--- src/rtl/writeback_queue.sv ---
// writeback_queue
//   Merges two result streams into the single register-file write port.
//   ALU results are always accepted and always take priority; load results
//   are accepted under ready/valid handshaking. Loads that cannot be written
//   in the cycle they arrive wait in a small in-order FIFO. Forwarding
//   lookups search every pending write: the output stage and the valid FIFO
//   entries.
//
// Ports
//   clock_i, reset_i            clock and synchronous active-high reset
//   alu_valid_i/rd_i/data_i     ALU result stream (no backpressure)
//   ld_valid_i/ready_o/rd_i/data_i  load result stream (ready/valid)
//   reg_write_o, wr_register_o, wr_data_o  registered register-file write port
//   rd_register_n_i, fwd_hit_n_o, fwd_data_n_o  two forwarding lookups
//   empty_o                     no pending writes anywhere in the block
module writeback_queue #(
  parameter int DEPTH = 2
) (
  input  logic        clock_i,
  input  logic        reset_i,
  input  logic        alu_valid_i,
  input  logic [4:0]  alu_rd_i,
  input  logic [31:0] alu_data_i,
  input  logic        ld_valid_i,
  output logic        ld_ready_o,
  input  logic [4:0]  ld_rd_i,
  input  logic [31:0] ld_data_i,
  output logic        reg_write_o,
  output logic [4:0]  wr_register_o,
  output logic [31:0] wr_data_o,
  input  logic [4:0]  rd_register_1_i,
  input  logic [4:0]  rd_register_2_i,
  output logic        fwd_hit_1_o,
  output logic        fwd_hit_2_o,
  output logic [31:0] fwd_data_1_o,
  output logic [31:0] fwd_data_2_o,
  output logic        empty_o
);

  localparam int PW = $clog2(DEPTH);
  localparam int CW = PW + 1;

  logic [CW-1:0]    count_q, count_d;
  logic [PW-1:0]    head_q, head_d;
  logic [PW-1:0]    tail_q, tail_d;
  logic [DEPTH-1:0] fifo_valid_q, fifo_valid_d;
  logic [4:0]       fifo_rd_q   [DEPTH];
  logic [4:0]       fifo_rd_d   [DEPTH];
  logic [31:0]      fifo_data_q [DEPTH];
  logic [31:0]      fifo_data_d [DEPTH];

  logic        reg_write_q, reg_write_d;
  logic [4:0]  wr_register_q, wr_register_d;
  logic [31:0] wr_data_q, wr_data_d;

  logic alu_issue;
  logic fifo_empty;
  logic fifo_full;
  logic ld_ready;
  logic ld_accept;
  logic ld_keep;
  logic pop;
  logic push;

  // Handshake and source selection. When the FIFO is full a load can still
  // be taken if the head leaves this cycle, which happens whenever the ALU
  // is not claiming the write port.
  always_comb begin
    alu_issue  = !reset_i && alu_valid_i && (alu_rd_i != 5'd0);
    fifo_empty = (count_q == '0);
    fifo_full  = (count_q == CW'(DEPTH));
    ld_ready   = !reset_i && (!fifo_full || !alu_issue);
    ld_accept  = ld_valid_i && ld_ready;
    // x0 loads and loads overtaken by a same-cycle ALU write to the same rd
    // are accepted but dropped.
    ld_keep    = ld_accept && (ld_rd_i != 5'd0) &&
                 !(alu_issue && (alu_rd_i == ld_rd_i));
    pop        = !reset_i && !alu_issue && !fifo_empty;
    push       = ld_keep && (alu_issue || !fifo_empty);
  end

  // Next-state for the output stage and the FIFO.
  always_comb begin
    reg_write_d   = 1'b0;
    wr_register_d = 5'd0;
    wr_data_d     = 32'd0;
    count_d       = count_q;
    head_d        = head_q;
    tail_d        = tail_q;
    fifo_valid_d  = fifo_valid_q;
    fifo_rd_d     = fifo_rd_q;
    fifo_data_d   = fifo_data_q;

    if (alu_issue) begin
      reg_write_d   = 1'b1;
      wr_register_d = alu_rd_i;
      wr_data_d     = alu_data_i;
    end else if (pop) begin
      // A squashed head still consumes the slot but writes nothing.
      reg_write_d   = fifo_valid_q[head_q];
      wr_register_d = fifo_rd_q[head_q];
      wr_data_d     = fifo_data_q[head_q];
    end else if (ld_keep) begin
      reg_write_d   = 1'b1;
      wr_register_d = ld_rd_i;
      wr_data_d     = ld_data_i;
    end

    // The ALU result is younger than anything queued, so queued writes to
    // the same register become dead.
    for (int i = 0; i < DEPTH; i++) begin
      if (alu_issue && (fifo_rd_q[i] == alu_rd_i)) begin
        fifo_valid_d[i] = 1'b0;
      end
    end

    // Clearing the popped slot keeps stale entries out of forwarding.
    if (pop) begin
      fifo_valid_d[head_q] = 1'b0;
      head_d               = head_q + 1'b1;
    end

    if (push) begin
      fifo_valid_d[tail_q] = 1'b1;
      fifo_rd_d[tail_q]    = ld_rd_i;
      fifo_data_d[tail_q]  = ld_data_i;
      tail_d               = tail_q + 1'b1;
    end

    if (push && !pop) begin
      count_d = count_q + CW'(1);
    end else if (pop && !push) begin
      count_d = count_q - CW'(1);
    end
  end

  // Control state and output stage.
  always_ff @(posedge clock_i) begin
    if (reset_i) begin
      count_q       <= '0;
      head_q        <= '0;
      tail_q        <= '0;
      fifo_valid_q  <= '0;
      reg_write_q   <= 1'b0;
      wr_register_q <= 5'd0;
      wr_data_q     <= 32'd0;
    end else begin
      count_q       <= count_d;
      head_q        <= head_d;
      tail_q        <= tail_d;
      fifo_valid_q  <= fifo_valid_d;
      reg_write_q   <= reg_write_d;
      wr_register_q <= wr_register_d;
      wr_data_q     <= wr_data_d;
    end
  end

  // Payload storage is qualified by the valid bits, so it needs no reset.
  always_ff @(posedge clock_i) begin
    fifo_rd_q   <= fifo_rd_d;
    fifo_data_q <= fifo_data_d;
  end

  // Forwarding lookups. At most one pending write exists per register, so
  // the order of the searches does not matter.
  always_comb begin
    fwd_hit_1_o  = 1'b0;
    fwd_data_1_o = 32'd0;
    fwd_hit_2_o  = 1'b0;
    fwd_data_2_o = 32'd0;
    for (int i = 0; i < DEPTH; i++) begin
      if (fifo_valid_q[i] && (fifo_rd_q[i] == rd_register_1_i)) begin
        fwd_hit_1_o  = 1'b1;
        fwd_data_1_o = fifo_data_q[i];
      end
      if (fifo_valid_q[i] && (fifo_rd_q[i] == rd_register_2_i)) begin
        fwd_hit_2_o  = 1'b1;
        fwd_data_2_o = fifo_data_q[i];
      end
    end
    if (reg_write_q && (wr_register_q == rd_register_1_i)) begin
      fwd_hit_1_o  = 1'b1;
      fwd_data_1_o = wr_data_q;
    end
    if (reg_write_q && (wr_register_q == rd_register_2_i)) begin
      fwd_hit_2_o  = 1'b1;
      fwd_data_2_o = wr_data_q;
    end
    if (rd_register_1_i == 5'd0) begin
      fwd_hit_1_o  = 1'b0;
      fwd_data_1_o = 32'd0;
    end
    if (rd_register_2_i == 5'd0) begin
      fwd_hit_2_o  = 1'b0;
      fwd_data_2_o = 32'd0;
    end
  end

  assign ld_ready_o    = ld_ready;
  assign reg_write_o   = reg_write_q;
  assign wr_register_o = wr_register_q;
  assign wr_data_o     = wr_data_q;
  assign empty_o       = (count_q == '0) && !reg_write_q;

endmodule
--- config.mk ---
export PLATFORM = sky130hd
export DESIGN_NAME = writeback_queue
export DESIGN_NICKNAME = d
export VERILOG_FILES = /design/src/rtl/writeback_queue.sv
export SDC_FILE = /design/constraint.sdc
export NUM_CORES = 1
export LEC_CHECK = 0
export ABC_AREA = 1
export BUFFER_PORTS_ARGS = -buffer_cell sky130_fd_sc_hd__buf_2
export CAP_MARGIN = 20
export CORE_MARGIN = 1.5
export CORE_UTILIZATION = 59
export DETAILED_ROUTE_END_ITERATION = 16
export GPL_TIMING_DRIVEN = 0
export PLACE_DENSITY_LB_ADDON = 0.2
export RECOVER_POWER = 25
export SYNTH_ARGS = -nofsm -noshare
export SYNTH_HDL_FRONTEND = slang
export SYNTH_SLANG_ARGS = --single-unit
--- constraint.sdc ---
create_clock -name clock_i -period 4.25 [get_ports clock_i]
set_input_delay 0.85 -clock clock_i [delete_from_list [all_inputs] [get_ports clock_i]]
set_output_delay 0.85 -clock clock_i [all_outputs]
set_load 0.005 [all_outputs]
# Word-level counts from Yosys, hierarchy flattened
# Index checks and enable logic that the tools add are counted.
[classes]
order_cmp = 7
eq_ne = 10
bitwise = 5
n_reduce_logical = 40
n_addsub = 4
n_mux = 49
[ops]
columns = ["operator", "n"]
rows = [
  ["$mux 32", 15],
  ["$bwmux 64", 1],
  ["$eq 5x5->1", 9],
  ["$mux 5", 7],
  ["$demux 32 s1", 1],
  ["$logic_and 1x1->1", 24],
  ["$mux 1", 17],
  ["$bwmux 10", 1],
  ["$logic_not 5->1", 2],
  ["$reduce_bool 5->1", 2],
  ["$logic_not 1->1", 8],
  ["$mux 2", 4],
  ["$demux 5 s1", 1],
  ["$ge 2x2->1 const B", 2],
  ["$lt 1x2->1 const B", 2],
  ["$not 1->2", 2],
  ["$add 1x1->1 const B", 2],
  ["$add 2x1->2 const B", 1],
  ["$and 2x2->2", 1],
  ["$demux 1 s1", 2],
  ["$eq 2x2->1 const B", 1],
  ["$ge 1x1->1 const B", 2],
  ["$logic_not 2->1", 1],
  ["$logic_or 1x1->1", 2],
  ["5 further kinds", 5],
]
[totals]
register_bits = 118
elab_cells = 126

# Depth between registers and ports, before layout
# Gate-level depths: netlist of run 1.
[depth]
depth_word = 14
mapped_depth = 13

# Worst setup path before layout of run 1
# OpenSTA, ideal clock, no wires.
[synth_path]
kind = "input port to flip-flop"
startpoint = "input alu_rd_i[2]"
endpoint = "register fifo_data_q[32] in the netlist's numbering, enable pin"
arrival_ns = 2.513
path_stages = 9
required_time_ns = 3.858
setup_ns = 0.392
path_slack_ns = 1.346
n_path_buf = 2
cell_sequence = "buf_2 > nor2_1 > nand3_1 > nand3_1 > nand2_1 > nor2_2 > buf_2 > nand4_1 > inv_1"
[synth_via]
elab_chain_cells = 9
[synth_lines]
columns = ["item", "line_no", "source"]
rows = [
  ["from (decl)", "22", "input logic [4:0] alu_rd_i,"],
  ["$reduce_bool 5->1", "69", "alu_issue = !reset_i && alu_valid_i && (alu_rd_i != 5'd0);"],
  ["$logic_and 1x1->1", "69", ""],
  ["$logic_not 1->1", "72", "ld_ready = !reset_i && (!fifo_full || !alu_issue);"],
  ["$logic_or 1x1->1", "72", ""],
  ["$logic_and 1x1->1", "72", ""],
  ["$logic_and 1x1->1", "73", "ld_accept = ld_valid_i && ld_ready;"],
  ["$logic_and 1x1->1 (2 in a row)", "76", "ld_keep = ld_accept && (ld_rd_i != 5'd0) &&"],
  ["$logic_and 1x1->1 *", "79", "push = ld_keep && (alu_issue || !fifo_empty);"],
  ["to (signal assigned)", "161", "fifo_data_q <= fifo_data_d;"],
  ["to (decl)", "49", "logic [31:0] fifo_data_q [DEPTH];"],
]
# Mark *: on every way between the ends. The rest lies on a longest branch, timed or not.
# A chain may end at the register's enable or synchronous reset.

# Final worst setup path of run 1
[layout_path]
startpoint = "input rd_register_2_i[3]"
endpoint = "output fwd_data_2_o[17]"
[layout_via]
elab_chain_cells = 6
[layout_lines]
columns = ["item", "line_no", "source"]
rows = [
  ["from (decl)", "32", "input logic [4:0] rd_register_2_i,"],
  ["$eq 5x5->1", "176", "if (fifo_valid_q[i] && (fifo_rd_q[i] == rd_register_2_i)) begin"],
  ["$logic_and 1x1->1", "176", ""],
  ["$mux 32 (2 in a row)", "176", ""],
  ["$mux 32", "185", "if (reg_write_q && (wr_register_q == rd_register_2_i)) begin"],
  ["$mux 32 *", "193", "if (rd_register_2_i == 5'd0) begin"],
  ["to (decl)", "36", "output logic [31:0] fwd_data_2_o,"],
]
# Marks and branches as above.

==> results.txt, run 1 <==
----------------------------------------------------
[Critical path]
  Data arrival time of the critical path ... 2740 ps
  Cell with the largest stage delay on the worst path ... clkbuf_1
  CP Launch Type ... input port
  CP cell instances ... buf_2, inv_1, o21ai_1, a21oi_1, nand3_1, inv_2, clkbuf_1, nor2_1, nor2_1, buf_2
  Delay contributed by the slowest stage of the critical path ... 560 ps
  Kind of cell adding the most delay to the critical path ... buffers and inverters
  Buf/Inv on CP ... 5
  Category of the critical setup timing path ... input port to output pin
  Crit path max fanout ... 10
  CP Capture Type ... output pin
  Endpoint required time on the critical path ... 3400 ps

[Finish]
  # diodes ... 0
  Flip-flop and latch area ... 3103 µm²
  Area Growth Syn to Fin ... 21.52%
  Number of nets in the layout ... 1555
  Fraction of layout instances using a drive strength above 1 ... 0.1766
  Combined area of the multi-input logic cells ... 3975 µm²
  Filler cells ... 1177

[Synth]
  Warning count from the yosys run ... 0
  Top post-synthesis cells by area ... edfxtp_1 (28%), nand2_1 (22%), dfxtp_1 (11%)
  Synthesis-stage register bit count ... 118
  Average size of a mapped cell ... 6.371 µm²
  Syn_nets ... 1345
  Post-synth top area cell ... edfxtp_1
  Cell area after synthesis ... 8001 µm²
  Count of mapped cells out of synthesis ... 1256
  Area share of the largest cell type after synthesis ... 0.2777
  Fraction of the yosys area taken by sequential cells ... 0.3878
  Unique masters post-synth ... 28

[STA]
  Final setup violating endpoints ... 0
  Number of hold-slack violations in the final timing report ... 0
  Worst rel slew slack ... 0.3197
  Final-layout setup total negative slack ... 0 ps
  Slew at the pin closest to its max-slew limit ... 1019 ps
  Final min period ... 3587 ps
  Max Clock Skew ... 4.878 ps
  Max-slew violation total from the final report ... 0
  Post-route setup slack ... 662.5 ps
  Final worst path period share ... 0.8441
  Setup repair after global routing missed its margin ... false
  Maximum operating frequency ... 278.7 MHz

[Place]
  DP HPWL ... 18400 µm
  Pre-CTS WS ... 821.8 ps
  Port Buf Inserts ... 190
  Placer Congestion ... 0.9023

[Global routing]
  Vias in the first global route ... 8755
  Number of antenna violations at the first check in global routing ... 0
  Global-route wire length before repair ... 43200 µm
  Global-route total usage across every layer ... 0.3884
  Pin count of the biggest net entering global routing ... 39
  Global route total overflow ... 0

[Clocking]
  Inserted Clock Buffers ... 17
  H-tree Lvls ... 4
  CTS max path bufs ... 2
  CTS root buffer ... clkbuf_16
  Hold buffer count at CTS ... 0
  Postcts setup bufs ... 0
  Number of gates resized after cts ... 0
  Source-to-sink clock delay at the later pin of the worst-skew pair ... 420 ps
  Number of sinks on the clock net ... 118
  Post-CTS clock slew at the launch and capture registers of the worst setup and hold paths ... 50 ps
  TritonCTS clock tree ... built

[Floorplanning]
  Floorplan die width ... 119.5 µm
  Count of pins on the block boundary ... 194
  Area inside the core boundary ... 13240 µm²
  Starting density of the core ... 0.6042
  Placement row count ... 42
  Area of the die ... 14270 µm²
  Die outline height ... 119.5 µm

[Power and ir drop]
  Leakage power figure ... 5.103 nW
  Switching power total ... 1.270 mW
  Net Sw Frac ... 0.3301
  Sequential group share of total power ... 0.374
  Logic pwr share ... 0.255
  Total internal power ... 2.578 mW
  Worst IR drop on VDD ... 0.3276 mV
  Pwr per Cell Area ... 395.8 nW/µm²
  Clock share of power ... 0.371

[Route]
  Average wire length per cell after detail routing ... 16.70 µm
  Sum of routed wire length over all layers ... 27620 µm
  First-pass DRT Iterations ... 8
  Vias per cell ... 5.675
  DRC marker count from the first detailed-route iteration ... 1230
  Number of antenna-violating nets in the routed design ... 0
  Number of remaining DRC errors ... 0
  Detailed-route via count ... 9387

[Status]
  Outcome ... finished, final reports clean

[Run]
  Number of max-cap violations ... 0

[Min path]
  Type of the tightest min-delay check ... flop to flop

----------------------------------------------------
## layout by cell type, fill, tap and decap left out, types with 2 or more instances in the layout
cell	Yosys	routed
a21oi_1	14	14
buf_1	5	5
buf_2	45	198
buf_4	8	8
bufinv_16	0	2
clkbuf_1	18	57
clkbuf_16	0	17
clkbuf_8	0	3
clkinv_2	0	3
clkinvlp_4	0	2
dfxtp_1	44	44
edfxtp_1	74	74
inv_1	136	135
inv_2	11	12
nand2_1	466	466
nand3_1	116	116
nand3_2	6	6
nand4_1	37	37
nor2_1	161	161
nor2_2	3	3
nor3_1	6	6
o21a_1	2	2
o21ai_0	43	43
o21ai_1	34	34
o22ai_1	8	8
xnor2_1	4	4
xor2_1	9	9
## kinds of logic after synthesis
kind of cell | share of synthesized area
simple gates | 0.4149
buf+inv | 0.1154
flops | 0.3878
compound gates | 0.06615
xor+xnor | 0.01423
fa+ha+maj | 0.001563
## sequential cells by signal, indices dropped and copies added, names as in the netlist
name	count
fifo_data_q	64
wr_data_o	32
fifo_rd_q	10
wr_register_o	5
count_q	2
fifo_valid_q	2
head_q	1
reg_write_o	1
tail_q	1
## tightest hold or removal path: cells and delay by family, from the launching register on
| family | cells | cell delay [ps] |
|---|---|---|
| flops | 1 | 310 |
| buf+inv | 1 | 80 |
| compound gates | 1 | 60 |
## power groups by stage
stage               combinational [mW]  clock [mW]  sequential (mW)
global route                      1.09        1.46             1.45
finish                           0.980        1.43             1.44
global placement                 0.925           0             1.46
CTS                              0.963        1.42             1.43
floorplan                        0.602           0             1.44
detailed placement               0.950           0             1.46
## layer usage
metal | track usage | up-vias | part of all wire
met3 | 0.08764 | 130 | 0.13
met5 | 0 | - | 0.00043
li1 | - | 4392 | -
met4 | 0.1949 | 2 | 0.046
met1 | 0.4971 | 4133 | 0.37
met2 | 0.6193 | 730 | 0.45
## layout make-up
| class | instances | area share |
|---|---|---|
| flip-flops and latches | 118 | 0.3191 |
| inverters | 147 | 0.05675 |
| plain buffers | 76 | 0.03822 |
| multi-input cells | 915 | 0.4088 |
| clock inverters | 9 | 0.01055 |
| well taps | 176 | 0.02265 |
| repair buffers | 191 | 0.09510 |
| clock buffers | 22 | 0.04877 |
## metrics by stage
step           area (µm²)  power [mW]  hold slack (ps)  utilization  instances
4_1_cts              9769       3.813            495.3       0.7377       1654
3_3_place_gp         9173       2.382            474.1       0.6926       1622
3_5_place_dp         9193       2.406            488.3       0.6942       1623
6_report             9723       3.848            495.9       0.7342       1654
5_1_grt              9723       4.007            529.6       0.7342       1654
2_1_floorplan        8001       2.043            458.8            -       1256
## synth_stat cells (all sizes together)
| cell type | instances |
|---|---|
| a21oi | 15 |
| buf | 58 |
| clkbuf | 18 |
| dfxtp | 44 |
| edfxtp | 74 |
| ha | 1 |
| inv | 147 |
| nand2 | 467 |
| nand3 | 122 |
| nand4 | 38 |
| nor2 | 164 |
| nor3 | 8 |
| o21a | 2 |
| o21ai | 77 |
| o22ai | 8 |
| xnor2 | 4 |
| xor2 | 9 |
## final timing paths
check | cells after the start | from | to | slack, ps
worst max register to register | 7 | count_q[0]$_SDFFE_PP0P_ | fifo_data_q[7]$_DFFE_PP_ | 1790
worst max-delay path | 10 | rd_register_2_i[3] | fwd_data_2_o[17] | 660
worst min register to register | 2 | count_q[1]$_SDFFE_PP0P_ | count_q[1]$_SDFFE_PP0P_ | 500
worst min-delay path | 2 | count_q[1]$_SDFFE_PP0P_ | count_q[1]$_SDFFE_PP0P_ | 500
Note: power is estimated with default switching activity, not from simulation.
==> inputs of run 2 (changes only) <==
CORE_UTILIZATION = 49   (was 59)
clock period = 3.1 ns   (was 4.25 ns; I/O delays follow)
==> run 2 against run 1 <==
- first-iteration DRC count shrank 16%
- critical path depth fell by 1
- sequential power grew 36%
- cell area increased by 1.5%
- via count shrank 1.8%
- die area increased by 20%
- critical path type is now flop to output pin
- largest cell class unchanged
- largest power group is now clock
- highest routed layer is now met4
==> results.txt, run 2 (synthesis gave the netlist of run 1 again) <==
----------------------------------------------------
[Status]
  Outcome ... finished, final reports clean

[Critical path]
  Crit path max fanout ... 10
  Buf/Inv on CP ... 3
  Reg-to-reg slack, setup ... 640 ps
  Beginning of the worst register-to-register path ... count_q[0]$_SDFFE_PP0P_
  R2r worst-path depth ... 7
  Most frequent cell on the critical path ... nor2_1
  Data arrival time of the critical path ... 2410 ps
  Category of the critical setup timing path ... flop to output pin
  Kind of cell adding the most delay to the critical path ... simple AND/OR/NAND/NOR gates
  Cell with the largest stage delay on the worst path ... edfxtp_1
  Endpoint required time on the critical path ... 2480 ps
  CP Launch Type ... flop
  CP Capture Type ... output pin
  CP cell instances ... inv_2, nor2_1, nor3_4, nand3_4, buf_2, o21ai_1, nor2_1, nor2_1, buf_2
  Delay contributed by the slowest stage of the critical path ... 470 ps
  Endpoint of the most critical register-to-register path ... fifo_data_q[11]$_DFFE_PP_

[STA]
  Slew at the pin closest to its max-slew limit ... 995.5 ps
  Worst rel slew slack ... 0.3353
  Max-slew violation total from the final report ... 0
  Worst hold slack after final layout ... 384.0 ps
  Final setup violating endpoints ... 0
  Number of hold-slack violations in the final timing report ... 0
  Final min period ... 3026 ps
  Max Clock Skew ... 5.858 ps
  Setup repair after global routing missed its margin ... true
  Final worst path period share ... 0.9762
  Maximum operating frequency ... 330.5 MHz

[Min path]
  Type of the tightest min-delay check ... input port to flop
  Endpoint, Worst Hold ... wr_data_o[23]$_SDFF_PP0_
  Hold Path Origin ... alu_data_i[23]
  Number of cells on the worst hold path ... 3

[Clocking]
  Post-CTS clock slew at the launch and capture registers of the worst setup and hold paths ... 60 ps
  Number of sinks on the clock net ... 118
  CTS root buffer ... clkbuf_16
  CTS max path bufs ... 2
  H-tree Lvls ... 4
  Source-to-sink clock delay at the later pin of the worst-skew pair ... 420 ps
  Inserted Clock Buffers ... 17
  Hold buffer count at CTS ... 0
  TritonCTS clock tree ... built

[Route]
  Met2 WL ... 12680 µm
  Number of remaining DRC errors ... 0
  Detailed-route via count ... 9217
  Average wire length per cell after detail routing ... 16.64 µm
  Met3 routed wirelength ... 3066 µm
  Max Used Layer ... met4
  Vias per cell ... 5.419
  First-pass DRT Iterations ... 6
  Sum of routed wire length over all layers ... 28310 µm
  DRC marker count from the first detailed-route iteration ... 1028
  Number of antenna-violating nets in the routed design ... 0
  Met1 wire length ... 11960 µm

[Finish]
  Flip-flop and latch area ... 3103 µm²
  Register with the most flip-flops ... fifo_data_q
  Fraction of layout instances using a drive strength above 1 ... 0.1832
  Top library cells by usage in the layout, fill and taps aside ... nand2_1 (466), buf_2 (198), nor2_1 (160), inv_1 (135), nand3_1 (116)
  Combined area of the multi-input logic cells ... 4018 µm²
  Filler cells ... 1548
  Non-filler instance count after layout ... 1701
  Area Growth Syn to Fin ... 23.36%
  Largest register FFs ... 64
  Number of nets in the layout ... 1562
  Most common library cell in the layout ignoring fill and taps ... nand2_1
  # diodes ... 0
  Finished layout cell area ... 9871 µm²

[Floorplanning]
  Placement row count ... 46
  Die outline height ... 130.8 µm
  Area inside the core boundary ... 15940 µm²
  Floorplan die width ... 130.8 µm
  Count of pins on the block boundary ... 194
  Starting density of the core ... 0.5019
  Area of the die ... 17100 µm²

[Global routing]
  Global-route wire length before repair ... 42030 µm
  Pin count of the biggest net entering global routing ... 39
  Global route total overflow ... 0
  Global-route total usage across every layer ... 0.3267
  Vias in the first global route ... 7933
  Number of antenna violations at the first check in global routing ... 0

[Place]
  Placer Congestion ... 0.9028
  DP HPWL ... 19280 µm
  Port Buf Inserts ... 190
  Cell area after placement ... 9243 µm²
  Cell count after placement ... 1663

[Power and ir drop]
  Pwr per Cell Area ... 538.4 nW/µm²
  Leakage power figure ... 5.147 nW
  Worst IR drop on VDD ... 0.4109 mV

[Run]
  Number of max-cap violations ... 0

----------------------------------------------------
run 2: changes by cell type in the layout (fill, tap and decap cells not counted), sizes merged:
cell | previous run | this run
bufinv | 2 | 3
buf | 212 | 218
nand3 | 122 | 123
clkinv | 5 | 4
run 2: worst max-delay path by stage:
stage / startpoint / to / cells past startpoint
2_1_floorplan: alu_rd_i[2] / fifo_data_q[32]$_DFFE_PP_ / 9
3_3_place_gp: alu_rd_i[0] / fifo_data_q[40]$_DFFE_PP_ / 9
3_5_place_dp: alu_rd_i[0] / fifo_data_q[17]$_DFFE_PP_ / 9
4_1_cts: fifo_rd_q[1]$_DFFE_PP_ / fwd_data_1_o[18] / 9
5_1_grt: fifo_rd_q[2]$_DFFE_PP_ / fwd_data_1_o[20] / 9
6_report: fifo_rd_q[1]$_DFFE_PP_ / fwd_data_2_o[0] / 9
run 2: per-layer routing:
metal / vias up / GRT usage
li1: 4415 / -
met1: 4144 / 0.4582
met2: 602 / 0.5071
met3: 56 / 0.05415
met4: 0 / 0.1254
met5: - / 0
run 2: metrics by stage:
stage	power (mW)	utilization	setup TNS [ps]	worst slack [ps]
2_1_floorplan	2.801	-	0	425.7
3_3_place_gp	3.286	0.5785	-20970	-568.6
3_5_place_dp	3.307	0.5797	0	44.74
4_1_cts	5.287	0.6162	0	12.40
5_1_grt	5.546	0.6191	-50.41	-15.97
6_report	5.315	0.6191	0	73.92
run 2: area by class of cell:
class / count / area share
multi-input combinational: 916 / 0.4070
sequential: 118 / 0.3144
timing repair buffer: 197 / 0.09824
inverter: 147 / 0.05590
clock buffer: 22 / 0.04601
buffer: 76 / 0.03815
tap: 216 / 0.02738
clock inverter: 9 / 0.01293
run 2: repair_timing:
item                       4_1_cts  5_1_grt
setup endpoints to repair        0       62
gates resized for setup          0       14
hold endpoints to repair         0        0
buffers inserted                 0        6
run 2: report_power, final:
part           total [mW]  leakage [nW]  switching (mW)  internal (mW)
Combinational        1.35          3.83           0.893          0.457
Sequential           1.96          1.04           0.117           1.85
Clock                2.00         0.278           0.726           1.27
Total                5.31          5.15            1.74           3.58
run 2: worst register-to-register path, stage by stage (launching register included):
cell and delay, ps:
dfxtp_1 390, nor2_1 70, nand3_1 70, nand2_1 80
nor2_2 260, buf_2 310, nand4_2 140, inv_2 740
==> inputs of run 3 (changes only) <==
GPL_TIMING_DRIVEN = not set   (was 0)
==> run 3 against run 2 <==
- total power down 4.2%
- worst hold slack improved by 10 ps
- cell area decreased by 1.2%
- clock skew up 2.4 ps
- final cell count fell by 2.9%
- critical path type unchanged
- largest cell class unchanged
==> results.txt, run 3 (synthesis gave the netlist of run 1 again) <==
----------------------------------------------------
[Place]
  Port Buf Inserts ... 193
  Cell area after placement ... 9246 µm²
  Cell count after placement ... 1621
  Placer Congestion ... 0.9503
  DP HPWL ... 17350 µm

[Critical path]
  CP cell instances ... inv_1, nor2_1, nor3_2, nand3_2, buf_4, nand2_1, o21ai_1, nor2_1, nor2_1, buf_2
  Category of the critical setup timing path ... flop to output pin
  Cell with the largest stage delay on the worst path ... edfxtp_1
  CP Launch Type ... flop
  Delay contributed by the slowest stage of the critical path ... 480 ps
  Most frequent cell on the critical path ... nor2_1
  CP Capture Type ... output pin
  Data arrival time of the critical path ... 2370 ps
  Crit path max fanout ... 38
  Endpoint required time on the critical path ... 2480 ps

[Power and ir drop]
  Pwr per Cell Area ... 522.0 nW/µm²
  Leakage power figure ... 5.033 nW
  Total Power Consumption ... 5.091 mW
  Worst IR drop on VDD ... 0.4210 mV

[Floorplanning]
  Area of the die ... 17100 µm²
  Placement row count ... 46
  Count of pins on the block boundary ... 194
  Die outline height ... 130.8 µm
  Floorplan die width ... 130.8 µm
  Area inside the core boundary ... 15940 µm²
  Starting density of the core ... 0.5019

[Clocking]
  Number of gates resized after cts ... 0
  TritonCTS clock tree ... built
  Source-to-sink clock delay at the later pin of the worst-skew pair ... 420 ps
  Post-CTS clock slew at the launch and capture registers of the worst setup and hold paths ... 60 ps
  H-tree Lvls ... 4
  CTS max path bufs ... 2
  Inserted Clock Buffers ... 17
  Postcts setup bufs ... 0
  CTS root buffer ... clkbuf_16
  Number of sinks on the clock net ... 118
  Hold buffer count at CTS ... 0

[Route]
  Average wire length per cell after detail routing ... 15.65 µm
  Number of antenna-violating nets in the routed design ... 0
  First-pass DRT Iterations ... 5
  Detailed-route via count ... 8688
  Sum of routed wire length over all layers ... 25850 µm
  Vias per cell ... 5.259
  Number of remaining DRC errors ... 0
  DRC marker count from the first detailed-route iteration ... 763

[Min path]
  Type of the tightest min-delay check ... input port to flop

[Finish]
  Finished layout cell area ... 9753 µm²
  Largest register FFs ... 64
  Non-filler instance count after layout ... 1652
  Area Growth Syn to Fin ... 21.89%
  Register with the most flip-flops ... fifo_data_q
  # diodes ... 0
  Fraction of layout instances using a drive strength above 1 ... 0.1692
  Number of nets in the layout ... 1513
  Filler cells ... 1559
  Most common library cell in the layout ignoring fill and taps ... nand2_1
  Top library cells by usage in the layout, fill and taps aside ... nand2_1 (466), nor2_1 (161), buf_2 (156), inv_1 (134), nand3_1 (114)

[STA]
  Setup repair after global routing missed its margin ... true
  Max-slew violation total from the final report ... 0
  Maximum operating frequency ... 334.7 MHz
  Worst rel slew slack ... 0.5193
  Slew at the pin closest to its max-slew limit ... 720.0 ps
  Final-layout setup total negative slack ... 0 ps
  Final min period ... 2988 ps
  Number of hold-slack violations in the final timing report ... 0
  Final worst path period share ... 0.9638
  Final setup violating endpoints ... 0
  Max Clock Skew ... 8.213 ps

[Global routing]
  Global-route wire length before repair ... 39960 µm
  Pin count of the biggest net entering global routing ... 63
  Global route total overflow ... 0
  Number of antenna violations at the first check in global routing ... 0
  Vias in the first global route ... 7656
  Global-route total usage across every layer ... 0.3058

[Run]
  Number of max-cap violations ... 0

[Status]
  Outcome ... finished, final reports clean

----------------------------------------------------
## run 3: routing by layer
layer,routed length (µm),vias up,global-route usage
met4,514,0,0.09761
met3,2320,47,0.05945
met5,0,-,0
met2,11750,446,0.4913
met1,11260,3894,0.4177
li1,-,4301,-
## run 3: final timing paths
check	from	end	slack (ps)	cells after the start
max	fifo_rd_q[0]$_DFFE_PP_	fwd_data_2_o[0]	110	10
min	alu_data_i[29]	wr_data_o[29]$_SDFF_PP0_	390	3
max reg2reg	count_q[0]$_SDFFE_PP0P_	wr_data_o[20]$_SDFF_PP0_	1110	9
min reg2reg	count_q[1]$_SDFFE_PP0P_	count_q[1]$_SDFFE_PP0P_	500	2
## run 3: area by class of cell
type / count / area (µm²) / area share
clock buffers: 27 / 523.0 / 0.05362
clock inverters: 4 / 18.77 / 0.001924
inverters: 147 / 551.8 / 0.05657
multi-input cells: 915 / 4010 / 0.4112
flip-flops and latches: 118 / 3103 / 0.3182
well taps: 216 / 270.3 / 0.02771
repair buffers: 225 / 1276 / 0.1309
## run 3: metrics by stage
stage / worst slack (ps) / hold slack [ps] / utilization
6_report: 112.1 / 394.0 / 0.6118
5_1_grt: -11.72 / 391.6 / 0.6118
4_1_cts: 124.5 / 381.8 / 0.6140
3_5_place_dp: 314.6 / 483.9 / 0.5800
3_3_place_gp: 296.5 / 473.4 / 0.5800
2_1_floorplan: 425.7 / 458.8 / -
## run 3: report_power, final
group          switching, mW  internal (mW)
Clock                  0.677           1.14
Sequential             0.120           1.85
Combinational          0.845          0.463
## run 3: worst max-delay path: cells and delay by family (launching register included)
family,cells,cell delay (ps)
and+or+nand+nor,6,870
buffers and inverters,3,530
DFF,1,480
AOI/OAI and AO/OA,1,70
